`src/rtl/adc_measure.sv`:
```
// Windowed measurement stage for the 8-bit ADC sample stream.
// Reports max, min, peak-to-peak, mean, rising-crossing count and crossing period once per window.
module adc_measure #(
    parameter int WINDOW_LOG2 = 20,
    parameter int HYST        = 4
) (
    input  logic        clk,
    input  logic        Rst,
    input  logic        Sample_Valid,
    input  logic [7:0]  Sample_Data,
    input  logic [7:0]  Trigger_Gate,
    output logic [7:0]  Vmax,
    output logic [7:0]  Vmin,
    output logic [7:0]  Vpp,
    output logic [7:0]  Vavg,
    output logic [15:0] Edge_Count,
    output logic [23:0] Period,
    output logic        Meas_Valid
);
    localparam int SW = 8 + WINDOW_LOG2;
    localparam logic [WINDOW_LOG2-1:0] CNT_LAST = '1;

    typedef enum logic [1:0] {ST_INIT, ST_LOW, ST_HIGH} state_t;

    state_t                 state_q, state_d;
    logic [WINDOW_LOG2-1:0] cnt_q, cnt_d;
    logic [7:0]             max_q, max_d, min_q, min_d;
    logic [SW-1:0]          sum_q, sum_d;
    logic [15:0]            edges_q, edges_d;
    logic [23:0]            gap_q, gap_d, last_per_q, last_per_d;
    logic                   seen_q, seen_d;

    logic [7:0]  vmax_q, vmax_d, vmin_q, vmin_d, vpp_q, vpp_d, vavg_q, vavg_d;
    logic [15:0] ecnt_q, ecnt_d;
    logic [23:0] per_q, per_d;
    logic        mv_q, mv_d;

    // Thresholds: hi clamps at 255, lo at 0 (difference held in 10-bit two's complement).
    logic [8:0] hi_sum;
    logic [9:0] lo_diff;
    logic [7:0] hi_th, lo_th;
    assign hi_sum  = {1'b0, Trigger_Gate} + 9'(HYST);
    assign lo_diff = {2'b00, Trigger_Gate} - 10'(HYST);
    assign hi_th   = hi_sum[8] ? 8'hFF : hi_sum[7:0];
    assign lo_th   = lo_diff[9] ? 8'h00 : lo_diff[7:0];

    logic          rise;
    logic [7:0]    max_c, min_c;
    logic [SW-1:0] sum_c;
    logic [15:0]   edges_c;
    logic [23:0]   per_c;

    assign rise = Sample_Valid && (state_q == ST_LOW) && (Sample_Data >= hi_th);

    always_comb begin
        max_c   = (Sample_Data > max_q) ? Sample_Data : max_q;
        min_c   = (Sample_Data < min_q) ? Sample_Data : min_q;
        sum_c   = sum_q + SW'(Sample_Data);
        edges_c = (rise && edges_q != 16'hFFFF) ? edges_q + 16'd1 : edges_q;
        per_c   = last_per_q;
        if (rise && seen_q)
            per_c = (gap_q == 24'hFF_FFFF) ? gap_q : gap_q + 24'd1;

        state_d    = state_q;
        cnt_d      = cnt_q;
        max_d      = max_q;
        min_d      = min_q;
        sum_d      = sum_q;
        edges_d    = edges_q;
        gap_d      = gap_q;
        last_per_d = last_per_q;
        seen_d     = seen_q;
        vmax_d     = vmax_q;
        vmin_d     = vmin_q;
        vpp_d      = vpp_q;
        vavg_d     = vavg_q;
        ecnt_d     = ecnt_q;
        per_d      = per_q;
        mv_d       = 1'b0;

        if (Sample_Valid) begin
            case (state_q)
                ST_INIT: state_d = (Sample_Data >= Trigger_Gate) ? ST_HIGH : ST_LOW;
                ST_LOW:  if (rise) state_d = ST_HIGH;
                ST_HIGH: if (Sample_Data <= lo_th) state_d = ST_LOW;
                default: state_d = ST_INIT;
            endcase

            if (rise)
                gap_d = '0;
            else if (gap_q != 24'hFF_FFFF)
                gap_d = gap_q + 24'd1;
            last_per_d = per_c;
            seen_d     = seen_q | rise;
            cnt_d      = cnt_q + 1'b1;

            if (cnt_q == CNT_LAST) begin
                vmax_d  = max_c;
                vmin_d  = min_c;
                vpp_d   = max_c - min_c;
                vavg_d  = sum_c[SW-1:WINDOW_LOG2];
                ecnt_d  = edges_c;
                per_d   = (edges_c >= 16'd2) ? per_c : '0;
                mv_d    = 1'b1;
                max_d   = 8'h00;
                min_d   = 8'hFF;
                sum_d   = '0;
                edges_d = '0;
            end else begin
                max_d   = max_c;
                min_d   = min_c;
                sum_d   = sum_c;
                edges_d = edges_c;
            end
        end
    end

    always_ff @(posedge clk) begin
        if (!Rst) begin
            state_q    <= ST_INIT;
            cnt_q      <= '0;
            max_q      <= 8'h00;
            min_q      <= 8'hFF;
            sum_q      <= '0;
            edges_q    <= '0;
            gap_q      <= '0;
            last_per_q <= '0;
            seen_q     <= 1'b0;
            vmax_q     <= '0;
            vmin_q     <= '0;
            vpp_q      <= '0;
            vavg_q     <= '0;
            ecnt_q     <= '0;
            per_q      <= '0;
            mv_q       <= 1'b0;
        end else begin
            state_q    <= state_d;
            cnt_q      <= cnt_d;
            max_q      <= max_d;
            min_q      <= min_d;
            sum_q      <= sum_d;
            edges_q    <= edges_d;
            gap_q      <= gap_d;
            last_per_q <= last_per_d;
            seen_q     <= seen_d;
            vmax_q     <= vmax_d;
            vmin_q     <= vmin_d;
            vpp_q      <= vpp_d;
            vavg_q     <= vavg_d;
            ecnt_q     <= ecnt_d;
            per_q      <= per_d;
            mv_q       <= mv_d;
        end
    end

    assign Vmax       = vmax_q;
    assign Vmin       = vmin_q;
    assign Vpp        = vpp_q;
    assign Vavg       = vavg_q;
    assign Edge_Count = ecnt_q;
    assign Period     = per_q;
    assign Meas_Valid = mv_q;
endmodule

```
`config.mk`:
```
export PLATFORM = sky130hd
export DESIGN_NAME = adc_measure
export DESIGN_NICKNAME = d
export VERILOG_FILES = /design/src/rtl/adc_measure.sv
export SDC_FILE = /design/constraint.sdc
export NUM_CORES = 1
export LEC_CHECK = 0
export BUFFER_PORTS_ARGS = -buffer_cell sky130_fd_sc_hd__buf_4
export CAP_MARGIN = 30
export CORE_UTILIZATION = 55
export DETAILED_ROUTE_END_ITERATION = 10
export GPL_TIMING_DRIVEN = 0
export PLACE_DENSITY = 0.74
export SLEW_MARGIN = 20
export SYNTH_ARGS = -nofsm -noshare
export SYNTH_HDL_FRONTEND = slang
export SYNTH_SLANG_ARGS = --single-unit
```
`constraint.sdc`:
```
create_clock -name clk -period 9.8 [get_ports clk]
set_input_delay 0.98 -clock clk [delete_from_list [all_inputs] [get_ports clk]]
set_output_delay 0.98 -clock clk [all_outputs]
set_load 0.01 [all_outputs]
```
# Word-level counts from Yosys, hierarchy flattened
# Index checks and enable logic that the tools add are counted.
[word_totals]
output_inout_bits = 73
elab_cells = 67
in_bits = 19
register_bits = 204
[classes]
add_sub_neg = 7
n_reduce_logical = 10
eq_ne = 8
magnitude_cmp = 6
bitwise = 1
mux = 19
[ops]
columns = ["cell", "n"]
rows = [
  ["$mux W24", 5],
  ["$mux W8", 6],
  ["$mux W16", 2],
  ["$add A28 B8 Y28", 1],
  ["$mux W28", 1],
  ["$add A24 B1 Y24 const B", 1],
  ["$eq A24 B24 Y1 const B", 1],
  ["$ne A24 B24 Y1 const B", 1],
  ["$add A20 B1 Y20 const B", 1],
  ["$eq A20 B20 Y1 const B", 1],
  ["$add A16 B1 Y16 const B", 1],
  ["$ge A16 B2 Y1 const B", 1],
  ["$ge A8 B8 Y1", 2],
  ["$ne A16 B16 Y1 const B", 1],
  ["$add A8 B3 Y9 const B", 1],
  ["$sub A8 B3 Y9 const B", 1],
  ["$gt A8 B8 Y1", 1],
  ["$le A8 B8 Y1", 1],
  ["$lt A8 B8 Y1", 1],
  ["$sub A8 B8 Y8", 1],
  ["$mux W2", 3],
  ["$pmux W2 S3", 1],
  ["$reduce_and A2 Y1", 3],
  ["$logic_and A1 B1 Y1", 4],
  ["other kinds (8)", 9],
]

# Longest topological paths before layout
# Gate-level depths: netlist of the first run.
[logic_depth]
depth_word = 8
depth_mapped = 20
depth_no_buf = 19

# Least setup slack after synthesis of the first run
# OpenSTA, ideal clock, no wires.
[synth_timing]
kind = "input -> register"
startpoint = "input Trigger_Gate[4]"
endpoint = "register per_q[1], in the netlist Period[1]"
setup_slack_ps = 5393
path_stages = 15
required_ps = 9680
setup_time_ps = 120
n_path_buf = 2
arrival_ps = 4287
path_cell_list = "clkbuf_1 -> inv_1 -> nor3_1 -> nand3_1 -> mux2i_1 -> ha_1 -> and3_1 -> nor2b_1 -> nor3b_4 -> o21ai_2 -> or4_1 -> a211o_1 -> o31ai_4 -> buf_6 -> o21ai_2"
[synth_via]
elab_chain_len = 8
elab_cells_between_ends = 10
cone_classes = "add/sub (1); order compare (2); mux (4); reduce/logical (3)"
[synth_rtl]
columns = ["element", "line", "text"]
rows = [
  ["from (decl)", "11", "input logic [7:0] Trigger_Gate,"],
  ["$add A8 B3 Y9 *", "42", "assign hi_sum = {1'b0, Trigger_Gate} + 9'(HYST);"],
  ["$mux W8 *", "44", "assign hi_th = hi_sum[8] ? 8'hFF : hi_sum[7:0];"],
  ["$ge A8 B8 Y1 *", "53", "assign rise = Sample_Valid && (state_q == ST_LOW) && (Sample_Data >= hi_th);"],
  ["$logic_and A1 B1 Y1 *", "53", ""],
  ["$logic_and A1 B1 Y1", "59", "edges_c = (rise && edges_q != 16'hFFFF) ? edges_q + 16'd1 : edges_q;"],
  ["$mux W16", "59", ""],
  ["$ge A16 B2 Y1", "103", "per_d = (edges_c >= 16'd2) ? per_c : '0;"],
  ["$mux W24 *", "103", ""],
  ["to (signal assigned)", "151", "per_q <= per_d;"],
  ["to (decl)", "35", "logic [23:0] per_q, per_d;"],
]
# Mark *: on every way between the ends. The rest lies on a longest branch, timed or not.
# A chain may end at the register's enable or synchronous reset.

# Worst setup path after layout of the first run
[layout_timing]
startpoint = "input Trigger_Gate[4]"
endpoint = "register per_q[16], in the netlist Period[16]"
# The elaborated chain is that of the path after synthesis.

==> results by group, run 1 <==
Logic synthesis
  • Top cells by area, synth: dfxtp_1 38%, ha_1 6.9%, nor2_1 5.9%
  • EDFF count, synth: 0
  • XOR/XNOR share of the synthesized area: 0.08556
  • Register area share after synthesis: 0.3800
  • Top-count cell post-synth: dfxtp_1
  • Syn avg cell area: 8.192 µm²
  • Area fraction of the dominant cell type after synthesis: 0.3800
  • Largest family of logic cells by synthesized area: simple AND/OR/NAND/NOR gates
  • Ys flop type: dfxtp_1
  • Synth Instances: 1312
  • Mapped Area: 10750 µm²
  • Number of distinct library cells after synthesis: 66
  • Fraction of registers with async set/reset: 0
  • YS warnings: 0
  • Commonest cells in the netlist: 204 x dfxtp_1, 170 x nor2_1, 125 x nand2_1
  • Simple-gate share of the synthesized area: 0.2149
  • Syn Nets: 1392
  • Area share of fa/ha/maj cells after synthesis: 0.07241
  • Yosys top cell by area: dfxtp_1
  • Synth Area in Compound Gates: 0.1779
  • Post-synthesis mux area share: 0.01979
  • Flops & latches, synth: 204

Floorplanning
  • Die area: 20100 µm²
  • Chip width: 141.8 µm
  • Top Ports: 92
  • Core box area: 18960 µm²
  • Starting Density: 0.5670
  • Die Span Y: 141.8 µm
  • # rows: 50

Critical path
  • Worst setup path start: Trigger_Gate[4]
  • Worst setup EP type: register
  • Worst EP required: 10.21 ns
  • CP bufs+invs: 3
  • R2r startpoint: min_q[4]
  • Crit-path cells: clkbuf_1 > inv_1 > nor3_1 > nand3_1 > mux2i_1 > ha_1 > and3_1 > nor2b_1 > nor3b_4 > o21ai_2 > or4_1 > a211o_1 > o31ai_4 > buf_6 > o21ai_2
  • CP Class: input port to register
  • CP dominant cell by count: o21ai_2
  • Worst-path fanout max: 10
  • Reg2reg setup slack: 5.71 ns
  • Cell family with most CP delay: simple AND/OR/NAND/NOR gates
  • CP startpoint kind: input port
  • Arr. time, crit path: 4.98 ns
  • Slowest cell on the critical path: or4_1
  • CP peak stage delay: 0.55 ns

Finish
  • Final core utilization: 0.6592
  • Share of cells above drive strength 1: 0.1234
  • Nets@finish: 1506
  • Synthesis-to-finish area growth: 16.26%
  • N_diodes: 0

Timing
  • Setup TNS: 0 ns
  • Relative max-transition margin: 0.3621
  • Final setup violation count: 0
  • Setup ws final: 5.234 ns
  • Least-Margin Pin Slew: 0.9496 ns
  • Fin. max-slew vios: 0
  • Post-route clock period utilization: 0.4659
  • Hold_ws: 0.4543 ns
  • Min cycle time layout: 4.566 ns
  • Worst Skew: 0.01341 ns
  • Max Freq: 219.0 MHz
  • Unrepaired setup endpoints after global routing: false
  • Final Hold Fails: 0

Min path
  • Hold path startpoint: Period[8]
  • HP Class: register to register

Global route
  • Vias in the first global route: 9218
  • Initial antenna violation count: 0
  • Largest net degree at the start of global routing: 15
  • GRT overflow: 0
  • Total track usage: 0.2850
  • First-pass GRT wire length: 45910 µm

Clocking
  • Maximum clock insertion buffer count: 3
  • Reg clk slew, reported paths: 0.06 ns
  • Hold_buf cts: 0
  • Resize count post-CTS: 0
  • H-tree Lvls: 1
  • Worst-Skew Late Latency: 0.53 ns
  • CTS Sinks: 204
  • Total CTS buffers: 23
  • CTS tree: yes
  • Post-CTS setup buffers: 0
  • Clk Tree Root Cell: clkbuf_16

Power
  • PwrDens: 155.4 nW/µm²
  • Pleak: 5.003 nW
  • VDD IR-drop max: 0.0001299 V

Placement
  • I/O Buffers: 87
  • Routability cong.: 0.9404
  • DP HPWL: 19980 µm
  • Pre-CTS setup slack: 4.697 ns

Run
  • Max-cap violations: 0

Detailed routing
  • DRC Markers: 0
  • Final ANT Viol Nets: 0
  • 1st-pass router iterations: 5
  • Routed vias/inst: 5.632
  • Routed wire length per instance: 16.27 µm
  • Via count: 9591
  • Final WL: 27710 µm
  • Initial detailed-routing violation count: 602

Run status
  • Status: finished clean
[metrics by stage]
step	area [µm²]	total power, mW	instances
after global placement	11730	1.096	1659
final	12500	1.941	1703
after detailed placement	11740	1.103	1660
after global routing	12500	2.013	1703
after CTS	12490	1.952	1702
after floorplan	10750	1.038	1312
[sequential cells by signal, indices dropped and copies added, names as in the netlist]
name / cells
sum_q: 28
state_q: 2
last_per_q: 24
Period: 24
Edge_Count: 16
Vavg: 8
Vmin: 8
min_q: 8
gap_q: 24
Meas_Valid: 1
max_q: 8
cnt_q: 20
edges_q: 16
Vmax: 8
Vpp: 8
seen_q: 1
[cells by family (layout without fill, tap and decap cells)]
kind of cell / after synthesis / in the layout
multiplexers: 21 / 21
adder cells (fa/ha/maj): 61 / 61
AO/OA/AOI/OAI: 297 / 297
flip-flops: 204 / 204
XOR/XNOR: 105 / 105
buffers and inverters: 129 / 260
AND/OR/NAND/NOR: 495 / 495
[tightest hold or removal path, stage by stage, from the launching register on]
cell and delay [ns]:
dfxtp_1 0.32, nand2_1 0.06, o21ai_2 0.04
[path summary, 6_finish.rpt]
kind	end	cells past startpoint
min	Period[8]	2
max	Period[16]	15
max reg2reg	Vpp[6]	20
min reg2reg	Period[8]	2
[layer usage]
| layer | track usage | part of all wire |
|---|---|---|
| met1 | 0.3695 | 0.45 |
| met2 | 0.4714 | 0.45 |
| met3 | 0.04455 | 0.066 |
| met4 | 0.1205 | 0.037 |
| met5 | 0 | 0 |
[cell usage in the layout, fill, tap and decap left out, drive strengths merged, types with 20 or more instances in the layout]
cell | netlist | routed
a211oi | 27 | 27
a21oi | 82 | 82
buf | 14 | 102
clkbuf | 63 | 92
dfxtp | 204 | 204
ha | 59 | 59
inv | 52 | 55
nand2 | 125 | 125
nand3 | 44 | 44
nand4 | 27 | 27
nor2 | 170 | 170
nor3 | 39 | 39
o21ai | 88 | 88
o22ai | 22 | 22
or3 | 20 | 20
xnor2 | 53 | 53
xor2 | 52 | 52
[power by group]
part | internal, mW | total, mW | switching [mW]
registers | 0.843 | 0.852 | 0.00972
clock network | 0.488 | 0.852 | 0.363
logic | 0.0910 | 0.237 | 0.146
total | 1.42 | 1.94 | 0.519
[final cells by class]
class	instances	area [µm²]
Tap cell	260	325.3
Clock buffer	28	624.3
Timing Repair Buffer	89	665.6
Fill cell	1695	6460
Sequential cell	204	4084
Inverter	52	195.2
Multi-Input combinational cell	979	6133
Clock inverter	14	131.4
Buffer	77	336.6
Power figures use the tool's default switching activity.
==> run 2: changes to the inputs <==
--- a/config.mk
+++ b/config.mk
@@ -7,10 +7,10 @@
 export LEC_CHECK = 0
 export BUFFER_PORTS_ARGS = -buffer_cell sky130_fd_sc_hd__buf_4
 export CAP_MARGIN = 30
-export CORE_UTILIZATION = 55
+export CORE_UTILIZATION = 54
 export DETAILED_ROUTE_END_ITERATION = 10
 export GPL_TIMING_DRIVEN = 0
-export PLACE_DENSITY = 0.74
+export PLACE_DENSITY = 0.76
 export SLEW_MARGIN = 20
 export SYNTH_ARGS = -nofsm -noshare
 export SYNTH_HDL_FRONTEND = slang
==> constraint.sdc (replaced) <==
create_clock -name clk -period 3.68 [get_ports clk]
set_input_delay 0.368 -clock clk [delete_from_list [all_inputs] [get_ports clk]]
set_output_delay 0.368 -clock clk [all_outputs]
set_load 0.01 [all_outputs]
==> run 2 against run 1 <==
  * Final cell count rose by 0.70%
  * Critical path depth is the same
  * Sequential cell count unchanged
  * Non-clock buffer count rose by 11
  * Critical path type unchanged
  * Critical endpoint is now Period[9]
==> results by group, run 2 (same netlist as run 1, synthesis figures left out) <==
Run status
  • Status: finished clean

Floorplanning
  • # rows: 51 (+2.0%)
  • Die Span Y: 143.1 µm (+0.91%)
  • Core box area: 19460 µm² (+2.7%)
  • Die area: 20470 µm² (+1.8%)
  • Chip width: 143.1 µm (+0.91%)
  • Starting Density: 0.5522 (-0.01476)
  • Top Ports: 92 (unchanged)

Critical path
  • Reg2reg setup slack: 0.24 ns (-5.47 ns)
  • R2r startpoint: max_q[1]
  • Worst EP required: 4.07 ns (-6.14 ns)
  • Worst setup EP type: register
  • R2r worst-path depth: 19 (-5.0%)
  • Reg-to-Reg End: Vpp[6]
  • Worst-path fanout max: 10 (unchanged)
  • Arr. time, crit path: 4.01 ns (-0.97 ns)
  • CP startpoint kind: input port
  • CP Class: input port to register

Placement
  • DP HPWL: 20280 µm (+1.5%)
  • Area after DPL: 11750 µm² (+0.15%)
  • Routability cong.: 0.9302 (-1.1%)
  • I/O Buffers: 87 (unchanged)
  • Pre-CTS setup slack: -0.5778 ns (-5.275 ns)

Clocking
  • CTS Sinks: 204 (unchanged)
  • CTS tree: yes
  • Clk Tree Root Cell: clkbuf_16
  • Reg clk slew, reported paths: 0.06 ns (about the same)
  • Worst-Skew Late Latency: 0.50 ns (-0.03 ns)
  • H-tree Lvls: 1 (unchanged)
  • Hold_buf cts: 0 (unchanged)
  • Total CTS buffers: 22 (-4.3%)
  • Maximum clock insertion buffer count: 3 (unchanged)

Finish
  • Synthesis-to-finish area growth: 17.74%
  • N_diodes: 0 (unchanged)
  • Nets@finish: 1516 (+0.66%)
  • Final core utilization: 0.6502 (-0.008999)
  • Fillers: 1680 (-0.88%)
  • Most frequent cells in the layout: 204 x dfxtp_1, 166 x nor2_1, 125 x nand2_1
  • Most common cell after layout, fill and taps aside: dfxtp_1
  • Share of cells above drive strength 1: 0.1372 (+0.01389)
  • Max FFs per register: 28 (unchanged)
  • Design Area, Final: 12650 µm² (+1.3%)
  • Top register by number of flip-flops: sum_q

Global route
  • Initial antenna violation count: 0 (unchanged)
  • GRT overflow: 0 (unchanged)
  • Total track usage: 0.2804 (-0.004519)
  • Vias in the first global route: 9217 (-0.011%)
  • First-pass GRT wire length: 45640 µm (-0.60%)
  • Largest net degree at the start of global routing: 14 (-1)

Detailed routing
  • Final WL: 28510 µm (+2.9%)
  • Via count: 9785 (+2.0%)
  • Initial detailed-routing violation count: 678 (+13%)
  • DRC Markers: 0 (unchanged)
  • 1st-pass router iterations: 5 (unchanged)
  • Routed vias/inst: 5.706 (+1.3%)
  • Routed wire length per instance: 16.63 µm (+2.2%)
  • Final ANT Viol Nets: 0 (unchanged)

Timing
  • Unrepaired setup endpoints after global routing: true
  • Setup TNS: 0 ns (unchanged)
  • Worst Skew: 0.007030 ns (-0.006380 ns)
  • Least-Margin Pin Slew: 0.9272 ns (-0.02243 ns)
  • Final setup violation count: 0 (unchanged)
  • Final Hold Fails: 0 (unchanged)
  • Min cycle time layout: 3.612 ns
  • Fin. max-slew vios: 0 (unchanged)
  • Setup ws final: 0.06754 ns (-5.166 ns)
  • Relative max-transition margin: 0.3803 (+0.01827)
  • Max Freq: 276.8 MHz
  • Post-route clock period utilization: 0.9816

Run
  • Max-cap violations: 0 (unchanged)

Min path
  • HP Class: input port to register
  • Hold path startpoint: Rst
  • Hold EP: Vavg[2]
  • Worst hold path depth: 3 (+1)

Power
  • VDD IR-drop max: 0.0002963 V (+130%)
  • Pleak: 5.057 nW (+1.1%)
  • PwrDens: 409.2 nW/µm² (+160%)
[run 2: cell types whose count changed in the layout (fill, tap and decap cells not counted), moves of 3 or more]
cell	delta
a21oi_2	+3
o21ai_1	+3
buf_4	+10
nor2_1	-4
nor2_2	+4
clkinv_2	-3
a21oi_1	-3
o21ai_0	-3
[run 2: worst max path at each step]
stage                 endpoint  slack (ns)  cells after the start            start
finish               Period[9]        0.07                     15  Trigger_Gate[6]
global route        Period[23]       -0.09                     16  Trigger_Gate[4]
global placement        Vpp[5]       -0.62                     17   Sample_Data[7]
floorplan            Period[1]        0.04                     15  Trigger_Gate[4]
detailed placement  Period[11]       -0.58                     14  Trigger_Gate[6]
CTS                     Vpp[7]        0.04                     17         max_q[7]
[run 2: per-stage QoR]
step	hold slack (ns)	total power [mW]	std cells
final	0.2522	5.178	1715
after global routing	0.2698	5.370	1715
after CTS	0.2449	5.162	1707
after detailed placement	0.4421	2.939	1666
after global placement	0.4417	2.916	1664
after floorplan	0.4414	2.766	1312
[run 2: per-layer routing]
metal | routed length (µm) | vias up | track usage
li1 | - | 4823 | -
met1 | 12590 | 4593 | 0.3674
met2 | 13310 | 313 | 0.4709
met3 | 1812 | 56 | 0.03488
met4 | 802 | 0 | 0.1030
met5 | 0 | - | 0
[run 2: worst max-delay path, cell delays in order]
cell and delay [ns]:
clkbuf_1 0.28, nand3_1 0.19, nor2_2 0.23, nor2_1 0.10, ha_1 0.27, and3_1 0.18
nor2b_2 0.21, nor3b_4 0.49, o21ai_4 0.17, or4_1 0.53, a211o_1 0.31, o31ai_4 0.26
buf_12 0.16, buf_6 0.17, o21ai_2 0.07
[run 2: where the power goes]
group,total (mW),internal [mW],switching [mW]
registers,2.27,2.24,0.0272
logic,0.683,0.273,0.410
clock network,2.22,1.34,0.883
total,5.18,3.86,1.32
[run 2: repair_timing]
item                                    4_1_cts  5_1_grt
buffers inserted                              3        8
gates cloned                                  0        0
endpoints found under the setup margin       24       46
gates resized for setup                       7       18
pin swaps                                     2        3
[run 2: cell type report]
| type | instances | area (µm²) | share of cell area |
|---|---|---|---|
| Multi-Input combinational cell | 979 | 6215 | 0.4911 |
| Sequential cell | 204 | 4084 | 0.3227 |
| Timing Repair Buffer | 100 | 760.7 | 0.06011 |
| Clock buffer | 32 | 639.4 | 0.05052 |
| Buffer | 77 | 346.6 | 0.02739 |
| Tap cell | 265 | 331.6 | 0.02620 |
| Inverter | 52 | 195.2 | 0.01542 |
| Clock inverter | 6 | 82.58 | 0.006526 |
==> run 3: changes to the inputs <==
--- a/config.mk
+++ b/config.mk
@@ -5,12 +5,13 @@
 export SDC_FILE = /design/constraint.sdc
 export NUM_CORES = 1
 export LEC_CHECK = 0
+export ABC_AREA = 1
 export BUFFER_PORTS_ARGS = -buffer_cell sky130_fd_sc_hd__buf_4
 export CAP_MARGIN = 30
-export CORE_UTILIZATION = 54
+export CORE_UTILIZATION = 55
 export DETAILED_ROUTE_END_ITERATION = 10
 export GPL_TIMING_DRIVEN = 0
-export PLACE_DENSITY = 0.76
+export PLACE_DENSITY = 0.77
 export SLEW_MARGIN = 20
 export SYNTH_ARGS = -nofsm -noshare
 export SYNTH_HDL_FRONTEND = slang
==> run 3 against run 2 <==
  * Register-to-register slack improved by 0.04 ns
  * Maximum frequency increased by 6.1%
  * Clock-buffer cell count decreased by 3
  * Highest routed layer unchanged
  * Largest cell class unchanged
  * Sequential cell count unchanged
==> results by group, run 3 <==
Finish
  • Top register by number of flip-flops: sum_q
  • N_diodes: 0 (unchanged)
  • Nets@finish: 1768 (+17%)
  • Fillers: 1770 (+5.4%)
  • Synthesis-to-finish area growth: 16.04%
  • Most frequent cells in the layout: 420 x nand2_1, 204 x dfxtp_1, 173 x inv_1
  • Most common cell after layout, fill and taps aside: nand2_1
  • Max FFs per register: 28 (unchanged)
  • Non-Filler Instances: 1966 (+15%)
  • Share of cells above drive strength 1: 0.1205 (-0.01672)
  • Final core utilization: 0.6558 (+0.005635)

Logic synthesis
  • EDFF count, synth: 0 (unchanged)
  • Post-synthesis mux area share: 0 (-0.01979)
  • Fraction of registers with async set/reset: 0 (unchanged)
  • Top-count cell post-synth: nand2_1
  • Synth Instances: 1573 (+20%)
  • Flops & latches, synth: 204 (unchanged)
  • Ys flop type: dfxtp_1
  • Syn Nets: 1653 (+19%)
  • Simple-gate share of the synthesized area: 0.3040 (+0.08911)
  • Syn avg cell area: 7.062 µm² (-14%)
  • Register area share after synthesis: 0.3677 (-0.01233)
  • XOR/XNOR share of the synthesized area: 0.03390 (-0.05166)
  • Yosys top cell by area: dfxtp_1
  • Number of distinct library cells after synthesis: 46 (-30%)
  • Area fraction of the dominant cell type after synthesis: 0.3677 (-0.01233)
  • Commonest cells in the netlist: 420 x nand2_1, 204 x dfxtp_1, 173 x inv_1
  • Top cells by area, synth: dfxtp_1 37%, nand2_1 14%, ha_1 6.6%
  • Mapped Area: 11110 µm² (+3.4%)
  • Synth Area in Compound Gates: 0.1412 (-0.03663)
  • YS warnings: 0 (unchanged)
  • Area share of fa/ha/maj cells after synthesis: 0.07006 (-0.002349)
  • Largest family of logic cells by synthesized area: simple AND/OR/NAND/NOR gates

Timing
  • Final Hold Fails: 0 (unchanged)
  • Fin. max-slew vios: 0 (unchanged)
  • Setup TNS: 0 ns (unchanged)
  • Min cycle time layout: 3.404 ns (-0.2084 ns)
  • Max Freq: 293.8 MHz (+6.1%)
  • Relative max-transition margin: 0.5365 (+0.1562)
  • Setup ws final: 0.2759 ns (+0.2084 ns)
  • Final setup violation count: 0 (unchanged)
  • Unrepaired setup endpoints after global routing: false
  • Hold_ws: 0.2992 ns (+0.04709 ns)
  • Post-route clock period utilization: 0.9250 (-0.05662)
  • Worst Skew: 0.02279 ns (+0.01576 ns)
  • Least-Margin Pin Slew: 0.6953 ns (-0.2319 ns)

Critical path
  • CP peak stage delay: 0.37 ns (-0.16 ns)
  • Cell family with most CP delay: compound AO/OA/AOI/OAI gates
  • CP startpoint kind: register
  • Slowest cell on the critical path: ha_1
  • Crit-path cells: inv_1 > ha_1 > nand2_1 > o21ai_0 > nand2_1 > o211ai_1 > nand2_1 > clkbuf_2 > o21ai_2 > inv_1 > ha_1 > nand2_1 > nand2_1 > a31oi_2 > o221ai_1 > a21o_1 > nand2_1 > nand2_1 > nand3_1 > nand2_1
  • Worst EP required: 4.07 ns (about the same)
  • CP Class: register to register
  • CP bufs+invs: 3 (unchanged)
  • CP dominant cell by count: nand2_1
  • Worst setup EP type: register
  • Arr. time, crit path: 3.80 ns (-0.21 ns)
  • Worst-path fanout max: 10 (unchanged)

Clocking
  • Hold_buf cts: 0 (unchanged)
  • Clk Tree Root Cell: clkbuf_16
  • Reg clk slew, reported paths: 0.06 ns (about the same)
  • Worst-Skew Late Latency: 0.51 ns (about the same)
  • H-tree Lvls: 1 (unchanged)
  • Total CTS buffers: 23 (+4.5%)
  • CTS tree: yes
  • CTS Sinks: 204 (unchanged)
  • Maximum clock insertion buffer count: 3 (unchanged)

Floorplanning
  • Die Span Y: 144.1 µm (+0.72%)
  • Die area: 20770 µm² (+1.5%)
  • Core box area: 19650 µm² (+0.98%)
  • Top Ports: 92 (unchanged)
  • Starting Density: 0.5652 (+0.01296)
  • # rows: 51 (unchanged)
  • Chip width: 144.1 µm (+0.72%)

Global route
  • Vias in the first global route: 10.06k (+9.1%)
  • Total track usage: 0.2985 (+0.01807)
  • GRT overflow: 0 (unchanged)
  • Largest net degree at the start of global routing: 14 (unchanged)
  • Initial antenna violation count: 0 (unchanged)
  • First-pass GRT wire length: 49180 µm (+7.8%)

Detailed routing
  • Routed wire length per instance: 15.33 µm (-7.8%)
  • DRC Markers: 0 (unchanged)
  • Final ANT Viol Nets: 0 (unchanged)
  • Via count: 10.74k (+9.7%)
  • Routed vias/inst: 5.462 (-4.3%)
  • 1st-pass router iterations: 7 (+2)
  • Final WL: 30140 µm (+5.7%)
  • Initial detailed-routing violation count: 762 (+12%)

Placement
  • Pre-CTS setup slack: -0.1065 ns (+0.4713 ns)
  • Routability cong.: 0.9656 (+3.8%)
  • DP HPWL: 22870 µm (+13%)
  • Placed Cells incl. Taps: 1928 (+16%)
  • I/O Buffers: 90 (+3.4%)

Run
  • Max-cap violations: 0 (unchanged)

Run status
  • Status: finished clean

Power
  • VDD IR-drop max: 0.0003549 V (+20%)
  • PwrDens: 414.5 nW/µm² (+1.3%)
  • Pleak: 5.597 nW (+11%)

Min path
  • HP Class: input port to register
run 3: layout make-up:
class / instances / area [µm²] / area share
plain buffers: 53 / 257.7 / 0.02000
clock buffers: 29 / 608.1 / 0.04718
clock inverters: 9 / 153.9 / 0.01194
inverters: 178 / 668.1 / 0.05183
multi-input cells: 1138 / 6111 / 0.4741
flip-flops and latches: 204 / 4084 / 0.3168
well taps: 265 / 331.6 / 0.02572
repair buffers: 90 / 675.6 / 0.05242
run 3: routing by layer:
layer  GRT usage  up-vias  wire length [µm]
li1            -     5402                 -
met1      0.3940     4936             13700
met2      0.5032      345             13660
met3     0.04636       56              2073
met4     0.08231        0               707
met5           0        -                 0
run 3: logic make-up (layout without fill, tap and decap cells):
family / after synthesis / count (layout)
compound gates: 280 / 280
xor+xnor: 43 / 43
simple gates: 754 / 754
flops: 204 / 204
buf+inv: 231 / 359
fa+ha+maj: 61 / 61
run 3: stage by stage:
step | cell area, µm² | total power [mW]
global route | 12890 | 5.550
detailed placement | 12120 | 3.004
CTS | 12880 | 5.343
finish | 12890 | 5.343
global placement | 12120 | 2.988
floorplan | 11110 | 2.805
run 3: worst paths after layout:
path                  startpoint         end  slack [ns]  depth (start not counted)
hold / removal    Sample_Data[0]    sum_q[0]        0.30                          4
setup reg to reg        max_q[3]      Vpp[7]        0.28                         20
hold reg to reg       Period[11]  Period[11]        0.46                          2
setup / recovery        max_q[3]      Vpp[7]        0.28                         20
run 3: tightest hold or removal path: stages:
cell     delay, ns
buf_4         0.11
ha_1          0.13
nand2_1       0.05
a21oi_1       0.11
run 3: power by group:
part           switching [mW]  internal, mW
clock network           0.915          1.45
logic                   0.474         0.238
registers              0.0238          2.25
run 3: repair_timing:
action | in CTS | in global routing
setup endpoints to repair | 0 | 3
buffers inserted | 0 | 0
resized for setup | 0 | 11
